### config.mk
export PLATFORM = sky130hd
export DESIGN_NAME = multicycle_control
export DESIGN_NICKNAME = d
export VERILOG_FILES = /design/src/rtl/rv_constants_pkg.sv /design/src/rtl/branch_condition.sv /design/src/rtl/multicycle_control.sv
export SDC_FILE = /design/constraint.sdc
export NUM_CORES = 1
export LEC_CHECK = 0
export CAP_MARGIN = 20
export CORE_MARGIN = 10
export CORE_UTILIZATION = 25
export CTS_CLUSTER_DIAMETER = 30
export DETAILED_ROUTE_END_ITERATION = 8
export PLACE_DENSITY = 0.45
export SLEW_MARGIN = 0
export SYNTH_ARGS = -nofsm -noshare
export SYNTH_HDL_FRONTEND = slang
export SYNTH_HIERARCHICAL = 1
export SYNTH_SLANG_ARGS = --single-unit
### constraint.sdc
create_clock -name clock -period 3.4 [get_ports clock]
set_input_delay 1.02 -clock clock [delete_from_list [all_inputs] [get_ports clock]]
set_output_delay 1.02 -clock clock [all_outputs]
set_load 0.01 [all_outputs]
### src/rtl/rv_constants_pkg.sv
// rv_constants: shared encodings for the RV32I multi-cycle controller.
//   - RV32I base opcodes
//   - controller state enum (ctrl_state_t)
//   - alu_op_type, next_pc_select and writeback-select encodings
//   - alu_select(): ALU operand/op selects for a given opcode, used
//     identically in EXECUTE, MEM and WRITEBACK so the ALU result stays
//     stable while the instruction is in flight.
package rv_constants;

   localparam logic [6:0] OPC_LOAD     = 7'b0000011;
   localparam logic [6:0] OPC_MISC_MEM = 7'b0001111;
   localparam logic [6:0] OPC_OP_IMM   = 7'b0010011;
   localparam logic [6:0] OPC_AUIPC    = 7'b0010111;
   localparam logic [6:0] OPC_STORE    = 7'b0100011;
   localparam logic [6:0] OPC_OP       = 7'b0110011;
   localparam logic [6:0] OPC_LUI      = 7'b0110111;
   localparam logic [6:0] OPC_BRANCH   = 7'b1100011;
   localparam logic [6:0] OPC_JALR     = 7'b1100111;
   localparam logic [6:0] OPC_JAL      = 7'b1101111;
   localparam logic [6:0] OPC_SYSTEM   = 7'b1110011;

   typedef enum logic [2:0] {
      ST_FETCH     = 3'd0,
      ST_DECODE    = 3'd1,
      ST_EXECUTE   = 3'd2,
      ST_MEM       = 3'd3,
      ST_WRITEBACK = 3'd4,
      ST_TRAP      = 3'd5
   } ctrl_state_t;

   localparam logic [1:0] ALU_OP_ADD    = 2'd0;
   localparam logic [1:0] ALU_OP_BRANCH = 2'd1;
   localparam logic [1:0] ALU_OP_OP     = 2'd2;
   localparam logic [1:0] ALU_OP_OP_IMM = 2'd3;

   localparam logic [1:0] NPC_PLUS4  = 2'd0;
   localparam logic [1:0] NPC_PC_IMM = 2'd1;
   localparam logic [1:0] NPC_ALU    = 2'd2;

   localparam logic [2:0] WB_ALU  = 3'd0;
   localparam logic [2:0] WB_MEM  = 3'd1;
   localparam logic [2:0] WB_PC4  = 3'd2;
   localparam logic [2:0] WB_IMM  = 3'd3;

   typedef struct packed {
      logic       a_pc;
      logic       b_imm;
      logic [1:0] op;
   } alu_sel_t;

   function automatic alu_sel_t alu_select(input logic [6:0] opcode);
      alu_sel_t s;
      s = '{a_pc: 1'b0, b_imm: 1'b0, op: ALU_OP_ADD};
      case (opcode)
         OPC_OP:                s = '{a_pc: 1'b0, b_imm: 1'b0, op: ALU_OP_OP};
         OPC_OP_IMM:            s = '{a_pc: 1'b0, b_imm: 1'b1, op: ALU_OP_OP_IMM};
         OPC_LOAD, OPC_STORE:   s = '{a_pc: 1'b0, b_imm: 1'b1, op: ALU_OP_ADD};
         OPC_AUIPC, OPC_JAL:    s = '{a_pc: 1'b1, b_imm: 1'b1, op: ALU_OP_ADD};
         OPC_JALR:              s = '{a_pc: 1'b0, b_imm: 1'b1, op: ALU_OP_ADD};
         OPC_BRANCH:            s = '{a_pc: 1'b0, b_imm: 1'b0, op: ALU_OP_BRANCH};
         default:               s = '{a_pc: 1'b0, b_imm: 1'b0, op: ALU_OP_ADD};
      endcase
      return s;
   endfunction

endpackage

### src/rtl/branch_condition.sv
// branch_condition: resolves a conditional branch from funct3 and the ALU
// zero flag. The ALU computes SUB for BEQ/BNE and SLT/SLTU for the ordered
// compares, so for those "zero" means "not less than".
//   funct3  in  3  branch funct3
//   zero    in  1  ALU result == 0
//   taken   out 1  branch is taken
//   illegal out 1  funct3 has no branch encoding (010, 011)
module branch_condition (
   input  logic [2:0] funct3,
   input  logic       zero,
   output logic       taken,
   output logic       illegal
);

   always_comb begin
      taken   = 1'b0;
      illegal = 1'b0;
      case (funct3)
         3'b000:         taken = zero;
         3'b001:         taken = !zero;
         3'b100, 3'b110: taken = !zero;
         3'b101, 3'b111: taken = zero;
         default:        illegal = 1'b1;
      endcase
   end

endmodule

### src/rtl/multicycle_control.sv
// multicycle_control: RV32I multi-cycle sequencing FSM.
//
//   state      | meaning
//   -----------+------------------------------------------------------
//   FETCH      | request instruction; latch IR when mem_ready
//   DECODE     | one idle cycle; legality check on opcode/funct3
//   EXECUTE    | ALU op; branches and fences retire here
//   MEM        | hold load/store request until mem_ready; stores retire
//   WRITEBACK  | write rd, update PC, retire
//   TRAP       | sticky halt, all enables low until reset
//
// Ports:
//   clock, reset (async active-high)
//   inst_opcode, inst_funct3       instruction register fields
//   alu_result_equal_zero          ALU zero flag (branch resolution)
//   mem_ready                      memory completes the current request
//   ir_write_enable, imem_read, dmem_read, dmem_write,
//   pc_write_enable, regfile_write_enable         enables/requests
//   alu_operand_a_select, alu_operand_b_select, alu_op_type,
//   next_pc_select, reg_writeback_select          datapath selects
//   trap                           sticky halt indicator
//   instret                        retired-instruction count (wraps)
module multicycle_control
   import rv_constants::*;
#(
   parameter int INSTRET_WIDTH  = 32,
   parameter bit TRAP_ON_SYSTEM = 1'b1
) (
   input  logic                     clock,
   input  logic                     reset,
   input  logic [6:0]               inst_opcode,
   input  logic [2:0]               inst_funct3,
   input  logic                     alu_result_equal_zero,
   input  logic                     mem_ready,
   output logic                     ir_write_enable,
   output logic                     imem_read,
   output logic                     dmem_read,
   output logic                     dmem_write,
   output logic                     pc_write_enable,
   output logic                     regfile_write_enable,
   output logic                     alu_operand_a_select,
   output logic                     alu_operand_b_select,
   output logic [1:0]               alu_op_type,
   output logic [1:0]               next_pc_select,
   output logic [2:0]               reg_writeback_select,
   output logic                     trap,
   output logic [INSTRET_WIDTH-1:0] instret
);

   localparam logic [INSTRET_WIDTH-1:0] INSTRET_ONE = {{(INSTRET_WIDTH-1){1'b0}}, 1'b1};

   ctrl_state_t state;
   logic [INSTRET_WIDTH-1:0] instret_q;

   logic branch_taken;
   logic branch_illegal;
   logic opcode_legal;
   logic is_nop_opcode;
   alu_sel_t sel;

   // Enables before reset gating; pc_we_int doubles as the retire strobe
   // because every instruction updates the PC exactly once, when it retires.
   logic ir_we_int;
   logic imem_rd_int;
   logic dmem_rd_int;
   logic dmem_wr_int;
   logic pc_we_int;
   logic rf_we_int;

   branch_condition u_branch_condition (
      .funct3  (inst_funct3),
      .zero    (alu_result_equal_zero),
      .taken   (branch_taken),
      .illegal (branch_illegal)
   );

   assign sel = alu_select(inst_opcode);

   // MISC_MEM (fence) is always a NOP; SYSTEM only when it does not trap.
   assign is_nop_opcode = (inst_opcode == OPC_MISC_MEM) ||
                          (!TRAP_ON_SYSTEM && (inst_opcode == OPC_SYSTEM));

   always_comb begin
      opcode_legal = 1'b0;
      case (inst_opcode)
         OPC_LOAD, OPC_STORE, OPC_OP, OPC_OP_IMM, OPC_JAL, OPC_JALR,
         OPC_LUI, OPC_AUIPC, OPC_MISC_MEM: opcode_legal = 1'b1;
         OPC_BRANCH:                       opcode_legal = !branch_illegal;
         OPC_SYSTEM:                       opcode_legal = !TRAP_ON_SYSTEM;
         default:                          opcode_legal = 1'b0;
      endcase
   end

   always_comb begin
      ir_we_int            = 1'b0;
      imem_rd_int          = 1'b0;
      dmem_rd_int          = 1'b0;
      dmem_wr_int          = 1'b0;
      pc_we_int            = 1'b0;
      rf_we_int            = 1'b0;
      alu_operand_a_select = 1'b0;
      alu_operand_b_select = 1'b0;
      alu_op_type          = ALU_OP_ADD;
      next_pc_select       = NPC_PLUS4;
      reg_writeback_select = WB_ALU;
      trap                 = 1'b0;

      unique case (state)
         ST_FETCH: begin
            imem_rd_int = 1'b1;
            ir_we_int   = mem_ready;
         end

         ST_DECODE: begin
         end

         ST_EXECUTE: begin
            alu_operand_a_select = sel.a_pc;
            alu_operand_b_select = sel.b_imm;
            alu_op_type          = sel.op;
            if (inst_opcode == OPC_BRANCH) begin
               pc_we_int      = 1'b1;
               next_pc_select = branch_taken ? NPC_PC_IMM : NPC_PLUS4;
            end else if (is_nop_opcode) begin
               pc_we_int = 1'b1;
            end
         end

         ST_MEM: begin
            alu_operand_a_select = sel.a_pc;
            alu_operand_b_select = sel.b_imm;
            alu_op_type          = sel.op;
            if (inst_opcode == OPC_STORE) begin
               dmem_wr_int = 1'b1;
               pc_we_int   = mem_ready;
            end else begin
               dmem_rd_int = 1'b1;
            end
         end

         ST_WRITEBACK: begin
            alu_operand_a_select = sel.a_pc;
            alu_operand_b_select = sel.b_imm;
            alu_op_type          = sel.op;
            rf_we_int            = 1'b1;
            pc_we_int            = 1'b1;
            case (inst_opcode)
               OPC_LOAD:          reg_writeback_select = WB_MEM;
               OPC_JAL, OPC_JALR: reg_writeback_select = WB_PC4;
               OPC_LUI:           reg_writeback_select = WB_IMM;
               default:           reg_writeback_select = WB_ALU;
            endcase
            case (inst_opcode)
               OPC_JAL:  next_pc_select = NPC_PC_IMM;
               OPC_JALR: next_pc_select = NPC_ALU;
               default:  next_pc_select = NPC_PLUS4;
            endcase
         end

         ST_TRAP: begin
            trap = 1'b1;
         end

         default: begin
         end
      endcase
   end

   // Gate enables with reset so an in-flight memory request drops the
   // moment reset asserts, not at the next edge.
   assign ir_write_enable      = ir_we_int   && !reset;
   assign imem_read            = imem_rd_int && !reset;
   assign dmem_read            = dmem_rd_int && !reset;
   assign dmem_write           = dmem_wr_int && !reset;
   assign pc_write_enable      = pc_we_int   && !reset;
   assign regfile_write_enable = rf_we_int   && !reset;
   assign instret              = instret_q;

   always_ff @(posedge clock or posedge reset) begin
      if (reset) begin
         state     <= ST_FETCH;
         instret_q <= '0;
      end else begin
         if (pc_we_int) begin
            instret_q <= instret_q + INSTRET_ONE;
         end
         unique case (state)
            ST_FETCH: begin
               if (mem_ready) begin
                  state <= ST_DECODE;
               end
            end
            ST_DECODE: begin
               state <= opcode_legal ? ST_EXECUTE : ST_TRAP;
            end
            ST_EXECUTE: begin
               if ((inst_opcode == OPC_BRANCH) || is_nop_opcode) begin
                  state <= ST_FETCH;
               end else if ((inst_opcode == OPC_LOAD) || (inst_opcode == OPC_STORE)) begin
                  state <= ST_MEM;
               end else begin
                  state <= ST_WRITEBACK;
               end
            end
            ST_MEM: begin
               if (mem_ready) begin
                  state <= (inst_opcode == OPC_STORE) ? ST_FETCH : ST_WRITEBACK;
               end
            end
            ST_WRITEBACK: begin
               state <= ST_FETCH;
            end
            ST_TRAP: begin
               state <= ST_TRAP;
            end
            default: begin
               state <= ST_FETCH;
            end
         endcase
      end
   end

endmodule

== Word level (Yosys, flattened, before mapping) ==
Cells that the tools add are included.

* Add/subtract/negate cells: 1
* Eq/ne operators: 22
* Mux-type cells: 31
* Reduce and logical (&&, ||, !) cells: 21

{| class="wikitable"
|+ Operators with widths
! kind !! number
|-
| adder 32 x 1 -> 32 bit, second input constant || 1
|-
| equality test 7 x 6 -> 1 bit, second input constant || 3
|-
| equality test 7 bit, second input constant || 3
|-
| case mux 4 bit (5 select lines) || 1
|-
| equality test 3 bit, second input constant || 6
|-
| two-way mux 3 bit || 6
|-
| two-way mux 1 bit || 15
|-
| case mux 3 bit (5 select lines) || 1
|-
| equality test 7 x 5 -> 1 bit, second input constant || 2
|-
| OR reduction 3 bit || 4
|-
| OR reduction 9 bit || 1
|-
| case mux 2 bit (2 select lines) || 2
|-
| equality test 7 x 2 -> 1 bit, second input constant || 1
|-
| equality test 7 x 4 -> 1 bit, second input constant || 1
|-
| equality test 3 x 1 -> 1 bit, second input constant || 2
|-
| equality test 3 x 2 -> 1 bit, second input constant || 2
|-
| logical AND 1 bit || 6
|-
| zero test 3 bit || 2
|-
| case mux 2 bit (3 select lines) || 1
|-
| OR reduction 6 bit || 1
|-
| two-way mux 2 bit || 2
|-
| inequality test 2 bit, second input constant || 2
|-
| case mux 1 bit (2 select lines) || 2
|-
| OR reduction 2 bit || 2
|-
| 4 further kinds || 6
|}

* Register bits: 35
* Input port bits: 14
* Output and inout bits: 48
* Word-level logic and storage cells: 77

== Longest topological paths before layout ==
Gate-level depths: netlist of run 1.

* Word-level depth: 6
* Depth in mapped cells: 8
* Mapped depth without buffers: 6

== Modules after synthesis ==
Netlist of run 1, hierarchy kept.

{| class="wikitable"
|+ By module, submodules not included
! module !! times used !! cells each !! area each (um^2)
|-
| multicycle_control || 1 || 213 || 2135.8
|-
| branch_condition || 1 || 4 || 30.0
|}

== Least setup slack after synthesis of run 1 ==
OpenSTA, ideal clock, no wires.

* Path kind: in2out
* Start point: input reset
* End point: output dmem_write
* Data arrival time: 2.351 ns
* Data required time: 2.380 ns
* Slack: 0.029 ns
* Stages: 3
* Path buffers: 0
* Cells stage by stage: inv_1 nand3_1 nor4_1

* Longest elaborated chain between the ends: 2

{| class="wikitable"
|+ Ends and longest elaborated chain
! what !! RTL line !! RTL
|-
| start: declaration || multicycle_control.sv:30 || <nowiki>input logic reset,</nowiki>
|-
| zero test 1 bit (no source line) || n/a ||
|-
| logical AND 1 bit || multicycle_control.sv:174 || <nowiki>assign dmem_write = dmem_wr_int && !reset;</nowiki>
|-
| end: declaration || multicycle_control.sv:38 || <nowiki>output logic dmem_write,</nowiki>
|}

No other way between the ends.

== Worst setup path in the final report of run 1 ==
* Start point: input inst_opcode[3]
* End point: output reg_writeback_select[1]

* Longest elaborated chain between the ends: 4

{| class="wikitable"
|+ Ends and longest elaborated chain
! what !! RTL line !! RTL
|-
| start: declaration || multicycle_control.sv:31 || <nowiki>input logic [6:0] inst_opcode,</nowiki>
|-
| equality test 7 bit || multicycle_control.sv:147 || <nowiki>case (inst_opcode)</nowiki>
|-
| OR reduction 2 bit || multicycle_control.sv:147 ||
|-
| case mux 2 bit (3 select lines) * || multicycle_control.sv:147 ||
|-
| two-way mux 2 bit * || multicycle_control.sv:108 || <nowiki>unique case (state)</nowiki>
|-
| end: declaration || multicycle_control.sv:45 || <nowiki>output logic [2:0] reg_writeback_select,</nowiki>
|}

Mark *: on every way between the ends. The rest lies on a longest branch, timed or not.

==> impl_results.md, run 1 <==
- DRT antenna net count: 0
- Leakage power: 1.40 nW
- Die width: 113 µm
- Min-delay worst type: reg2reg
- Worst-margin pin slew: 0.589 ns
- Area growth syn-to-layout: 42.6%
- Initial core utilization: 26.0%
- Via count: 1881
- Pwr dens: 400 nW/µm²
- Min Tclk post-route: 3.34 ns
- Post-DP HPWL: 4750 µm
- Core ar.: 8340 µm²
- Worst hold start: instret[31]$_DFFE_PP0P_
- TritonRoute pass-1 iters: 4
- Syn nets: 232
- Worst R2R Start: instret[3]$_DFFE_PP0P_
- Share of layout cells above drive strength 1: 19.1%
- Sequential fraction of the synthesis area: 40.4%
- Mapped Cells: 217
- Design Area, Final: 3090 µm²
- Yosys warns: 6
- Crit-path max FO: 5
- R2r setup slk: 1.23 ns
- CTS Buf Count: 5
- R2r endpoint: instret[30]$_DFFE_PP0P_
- CP startpoint kind: input port
- Crit end category: output pin
- GR Util All Layers: 9.72%
- CTS tree: built
- Final Wtd Congestion: 0.823
- Crit path kind: in2out
- Cell taking the most area after synthesis: dfrtp_1
- Post-synthesis cell area: 2170 µm²
- Netlist cell types: 55
- Fin crit share: 98.3%
- Hold Crit Depth: 1
- GRT Residual Overflow: 0
- Post-CTS Setup Repair Bufs: 0
- Worst-path clk slew: 0.06 ns
- Status: finished, final reports clean
- Clock Sinks: 35
- Synthesized area per cell: 9.98 µm²
- Skew final: 0.00646 ns
- Final core utilization: 37.0%
- Global-route wire length before repair: 10300 µm
- IO Port Bufs: 60
- Vias per cell: 4.67
- CTS H-tree lvls: 2
- Fmax: 299 MHz
- Register-to-Register Path Depth: 5
- Seq cells post-synth: 35
- EDFF count, synth: 0
- Cell Rows: 33
- Post-DP Area: 3010 µm²
- Synth top cells by count: 35 x dfrtp_1, 19 x xnor2_1, 18 x nand2_1
- Die H: 113 µm
- ANT cells: 0
- Final nets: 312
- CP required: 2.38 ns
- Number of global-route vias before repair: 1981
- Rel. slew slack: 60.4%
- DRC Markers: 0
- Synth Flop Type: dfrtp_1
- Initial DRC count: 65
- Worst vdd ir: 0.000232 V
- Critical path data arrival time: 2.32 ns
- Total power draw: 0.00123 W
- Worst Hold Path EP: instret[31]$_DFFE_PP0P_
- Final WL: 6330 µm
- Wire per inst: 15.7 µm
- Antenna violations before repair: 0
- CP startpoint: inst_opcode[3]
- Most common cell in the netlist: dfrtp_1
- Clock buffer depth: 2
- Root Buffer Master: clkbuf_8
- Largest net degree at the start of global routing: 36
- Asr flop ratio synth: 100%
- I/O pins: 62
- Max-Cap Viols: 0
- Top cells by area, synth: dfrtp_1 40%, xnor2_1 7.7%, xor2_1 5.3%, nand2_1 3.1%, and3_1 2.6%
- Die footprint: 12800 µm²
- Final Hold Viols: 0
- Final setup viols: 0
- Clock Latency Late Sink: 0.28 ns
- Yosys top cell area share: 40.4%
- Hold-fix buffers at CTS: 0
- Slew Viols, Final: 0
[through the flow]
step | hold WS [ns] | std cells | worst slack [ns] | TNS [ns]
4_1_cts | 0.484 | 403 | 0.00572 | 0
5_1_grt | 0.492 | 403 | -0.0125 | -0.0125
6_report | 0.477 | 403 | 0.0587 | 0
3_3_place_gp | 0.470 | 395 | -0.590 | -5.12
2_1_floorplan | 0.508 | 217 | 0.0285 | 0
3_5_place_dp | 0.472 | 395 | -0.563 | -5.16
[where the power goes]
part           internal [W]  total (W)  switching (W)
logic              0.000221   0.000440       0.000220
clock network      0.000144   0.000287       0.000143
registers          0.000459   0.000507      0.0000483
total              0.000824    0.00123       0.000411
[layout by cell type, fill, tap and decap left out, types with 4 or more instances in the layout]
| cell type | count |
|---|---|
| clkbuf_8 | 5 |
| nand4_1 | 6 |
| and3_1 | 9 |
| buf_4 | 22 |
| clkdlybuf4s50_1 | 36 |
| dlygate4sd2_1 | 17 |
| xnor2_1 | 19 |
| a31oi_1 | 4 |
| nand2_1 | 18 |
| o21ai_0 | 5 |
| nor2b_1 | 6 |
| nand2b_1 | 5 |
| dfrtp_1 | 35 |
| nor2_1 | 11 |
| a21oi_1 | 4 |
| inv_1 | 5 |
| nand3_1 | 8 |
| nor3_1 | 8 |
| xor2_1 | 13 |
[routing by layer]
metal  wire length (µm)  vias to the layer above  global-route usage, %  share of wire, %
met4                 18                        0                   2.12              0.28
met1               3150                      867                   13.0                50
met2               2620                       85                   14.5                41
met5                  0                        -                      0                 0
met3                546                        2                   3.59               8.6
li1                   -                      927                      -                 -
[critical path: stages]
cell           delay [ns]
dlygate4sd2_1        0.26
buf_4                0.15
or3b_2               0.49
o21ai_1              0.10
and3_1               0.17
buf_2                0.13
[layout make-up]
class | count | area, µm²
clock buffers | 7 | 76.3
clock inverters | 1 | 5.00
fillers | 850 | 5250
inverters | 6 | 22.5
multi-input cells | 166 | 1240
flip-flops and latches | 35 | 876
well taps | 105 | 131
repair buffers | 83 | 736
[state kept, by name (all words and copies together) (netlist names)]
name	count
instret	32
state	3
[worst max path at each step]
stage	endpoint	cells after the start
after CTS	alu_operand_b_select	8
after floorplan	dmem_write	3
after global placement	pc_write_enable	5
after detailed placement	pc_write_enable	5
after global routing	regfile_write_enable	4
final	reg_writeback_select[1]	6
[repair_timing]
action | CTS | global route
hold endpoints to repair | 0 | 0
pin swaps | 4 | 1
endpoints found under the setup margin | 13 | 3
resized for setup | 37 | 10
[kinds of logic after synthesis]
group	after synthesis	synth area share, %
simple gates	105	32.5
flops	35	40.4
xor+xnor	32	12.9
compound gates	25	8.49
buf+inv	16	3.81
mux	2	1.04
fa+ha+maj	1	0.578
other cells	1	0.173
Note: power is estimated with default switching activity, not from simulation.
==> inputs of run 2 (changes only) <==
clock period = 3.7 ns   (was 3.4 ns; I/O delays follow)
==> run 2 against run 1 <==
Net effect: global-route usage rose by 0.37 points; critical path depth rose by 2; final cell count fell by 0.50%; largest cell class unchanged; combinational power fell by 13%; register-to-register slack improved by 0.28 ns; first-iteration DRC count rose by 9.2%; clock-buffer cell count fell by 1; clock power rose by 25%; setup slack improved by 0.015 ns; utilization rose by 0.59 points.
==> impl_results.md, run 2 (synthesis results as in run 1) <==
- Status: finished, final reports clean
- Commonest non-fill, non-tap cell in the layout: clkdlybuf4s50_1
- Die width: 113 µm (unchanged)
- Slowest cell delay on critical path: 0.47 ns (-0.02 ns)
- CTS H-tree lvls: 2 (unchanged)
- CTS tree: built
- Crit path kind: in2out
- Worst-path clk slew: 0.07 ns (about the same)
- GR Util All Layers: 10.1% (+0.37 points)
- Global-route wire length before repair: 10900 µm (+5.1%)
- CP required: 2.59 ns (+0.21 ns)
- Core ar.: 8340 µm² (unchanged)
- Levels on crit path: 8 (+2)
- Crit-path max FO: 1 (-4)
- Min Tclk post-route: 3.63 ns
- Total power draw: 0.00122 W (-1.3%)
- Final nets: 310 (-0.64%)
- CP startpoint: alu_result_equal_zero
- Final setup viols: 0 (unchanged)
- Worst path cell trace: clkdlybuf4s50_1 > xor2_1 > mux2_4 > inv_2 > nor4_4 > a21oi_1 > nor2_1 > buf_2
- Critical Path Slowest Stage Cell: clkdlybuf4s50_1
- Max reg flops: 32 (unchanged)
- Share of power burned in registers: 39.1% (-2.0 points)
- Fin crit share: 98.0%
- Leakage power: 1.38 nW (-1.4%)
- Crit end category: output pin
- Root Buffer Master: clkbuf_8
- Largest net degree at the start of global routing: 36 (unchanged)
- Final Wtd Congestion: 0.806 (-2.1%)
- P_sw: 0.000384 W (-6.5%)
- Initial DRC count: 71 (+9.2%)
- Cell Rows: 33 (unchanged)
- CP startpoint kind: input port
- Share of layout cells above drive strength 1: 19.9% (+0.80 points)
- IO Port Bufs: 60 (unchanged)
- Wire per inst: 15.9 µm (+1.1%)
- Clock Sinks: 35 (unchanged)
- DRC Markers: 0 (unchanged)
- Clock buffer depth: 2 (unchanged)
- Register-to-Register Path Depth: 5 (unchanged)
- Clock Latency Late Sink: 0.29 ns (about the same)
- TritonRoute pass-1 iters: 4 (unchanged)
- Die H: 113 µm (unchanged)
- Power share of the combinational group: 31.4% (-4.3 points)
- CP top delay family: buffers and inverters
- Area growth syn-to-layout: 44.9%
- ANT cells: 0 (unchanged)
- DRT antenna net count: 0 (unchanged)
- Initial core utilization: 26.0% (unchanged)
- Via count: 1873 (-0.43%)
- Design Area, Final: 3140 µm² (+1.6%)
- Post-DP HPWL: 4740 µm (-0.23%)
- Worst Path Buf+Inv: 3 (unchanged)
- Post-DP Area: 3000 µm² (-0.50%)
- R2r setup slk: 1.51 ns (+0.28 ns)
- R2r endpoint: instret[26]$_DFFE_PP0P_
- Vias per cell: 4.67 (about the same)
- Slew Viols, Final: 0 (unchanged)
- Number of global-route vias before repair: 1984 (+0.15%)
- Final WL: 6370 µm (+0.55%)
- CP Capture Point: next_pc_select[0]
- Internal power: 0.000835 W (+1.4%)
- Final Hold Viols: 0 (unchanged)
- Net Sw Frac: 31.5% (-1.8 points)
- Max-Cap Viols: 0 (unchanged)
- Die footprint: 12800 µm² (unchanged)
- Fmax: 276 MHz
- Min-delay worst type: reg2reg
- Antenna violations before repair: 0 (unchanged)
- I/O pins: 62 (unchanged)
- Worst vdd ir: 0.000216 V (-6.9%)
- Worst setup margin: 0.0738 ns (+0.0151 ns)
- Skew final: 0.00868 ns (+0.00222 ns)
- Critical path data arrival time: 2.52 ns (+0.20 ns)
- Rel. slew slack: 59.9% (-0.58 points)
- Highest-count cells in the layout ignoring fill and taps: 42 x clkdlybuf4s50_1, 35 x dfrtp_1, 20 x buf_4, 19 x xnor2_1, 18 x nand2_1
- Clock share of power: 29.5% (+6.3 points)
- Fin Hold WS: 0.490 ns (+0.0135 ns)
- CTS Buf Count: 5 (unchanged)
- Pwr dens: 388 nW/µm² (-2.8%)
- Worst R2R Start: instret[4]$_DFFE_PP0P_
- Worst-margin pin slew: 0.598 ns (+0.00866 ns)
- GRT Residual Overflow: 0 (unchanged)
- Post-place setup slack: -0.429 ns (+0.134 ns)
run 2: cell types whose count changed in the layout (fill, tap and decap cells not counted), sizes merged:
| cell | delta |
|---|---|
| clkdlybuf4s15 | +2 |
| buf | -3 |
| clkdlybuf4s50 | +6 |
| dlymetal6s2s | -1 |
| bufinv | +1 |
| clkbuf | -2 |
| dlygate4sd2 | -5 |
run 2: worst min-delay path by stage:
stage / startpoint / endpoint / cells past startpoint
floorplan: instret[31]$_DFFE_PP0P_ / instret[31]$_DFFE_PP0P_ / 1
global placement: instret[31]$_DFFE_PP0P_ / instret[31]$_DFFE_PP0P_ / 1
detailed placement: instret[31]$_DFFE_PP0P_ / instret[31]$_DFFE_PP0P_ / 1
CTS: instret[31]$_DFFE_PP0P_ / instret[31]$_DFFE_PP0P_ / 1
global route: instret[31]$_DFFE_PP0P_ / instret[31]$_DFFE_PP0P_ / 1
finish: instret[31]$_DFFE_PP0P_ / instret[31]$_DFFE_PP0P_ / 1
run 2: cell type report:
cell class | instances | area, µm²
flip-flops and latches | 35 | 876
inverters | 6 | 22.5
well taps | 105 | 131
multi-input cells | 166 | 1250
fillers | 860 | 5200
clock buffers | 6 | 82.6
clock inverters | 2 | 35.0
repair buffers | 81 | 737
run 2: per-stage QoR:
step,instances,util [%],TNS (ns)
floorplan,217,-,0
global placement,393,35.9,-3.80
detailed placement,393,35.9,-3.71
CTS,401,37.3,-0.00874
global route,401,37.6,-0.00268
finish,401,37.6,0
run 2: layer usage:
| metal | up-vias | track usage, % | routed length, µm |
|---|---|---|---|
| met2 | 57 | 14.2 | 2570 |
| met4 | 0 | 2.12 | 34 |
| met3 | 4 | 3.86 | 526 |
| met5 | - | 0 | 0 |
| met1 | 895 | 14.1 | 3240 |
| li1 | 917 | - | - |
run 2: what timing repair did:
action                                  4_1_cts  5_1_grt
pin swaps                                     2        3
endpoints found under the setup margin       12        4
buffers inserted                              0        0
gates cloned                                  0        0
gates resized for setup                      29       12
hold buffers                                  0        0
run 2: worst register-to-register path, stage by stage (launching register included):
cell and delay [ns]:
dfrtp_1 0.45, nand4_2 0.26, nor4_4 0.65, nand3_4 0.25
nor4b_4 0.33, xor2_1 0.17
run 2: power by group through the flow:
stage	clock network, W	logic, W	registers [W]
floorplan	0	0.000201	0.000476
global placement	0	0.000382	0.000484
detailed placement	0	0.000380	0.000483
CTS	0.000374	0.000381	0.000478
global route	0.000387	0.000428	0.000491
finish	0.000360	0.000383	0.000476
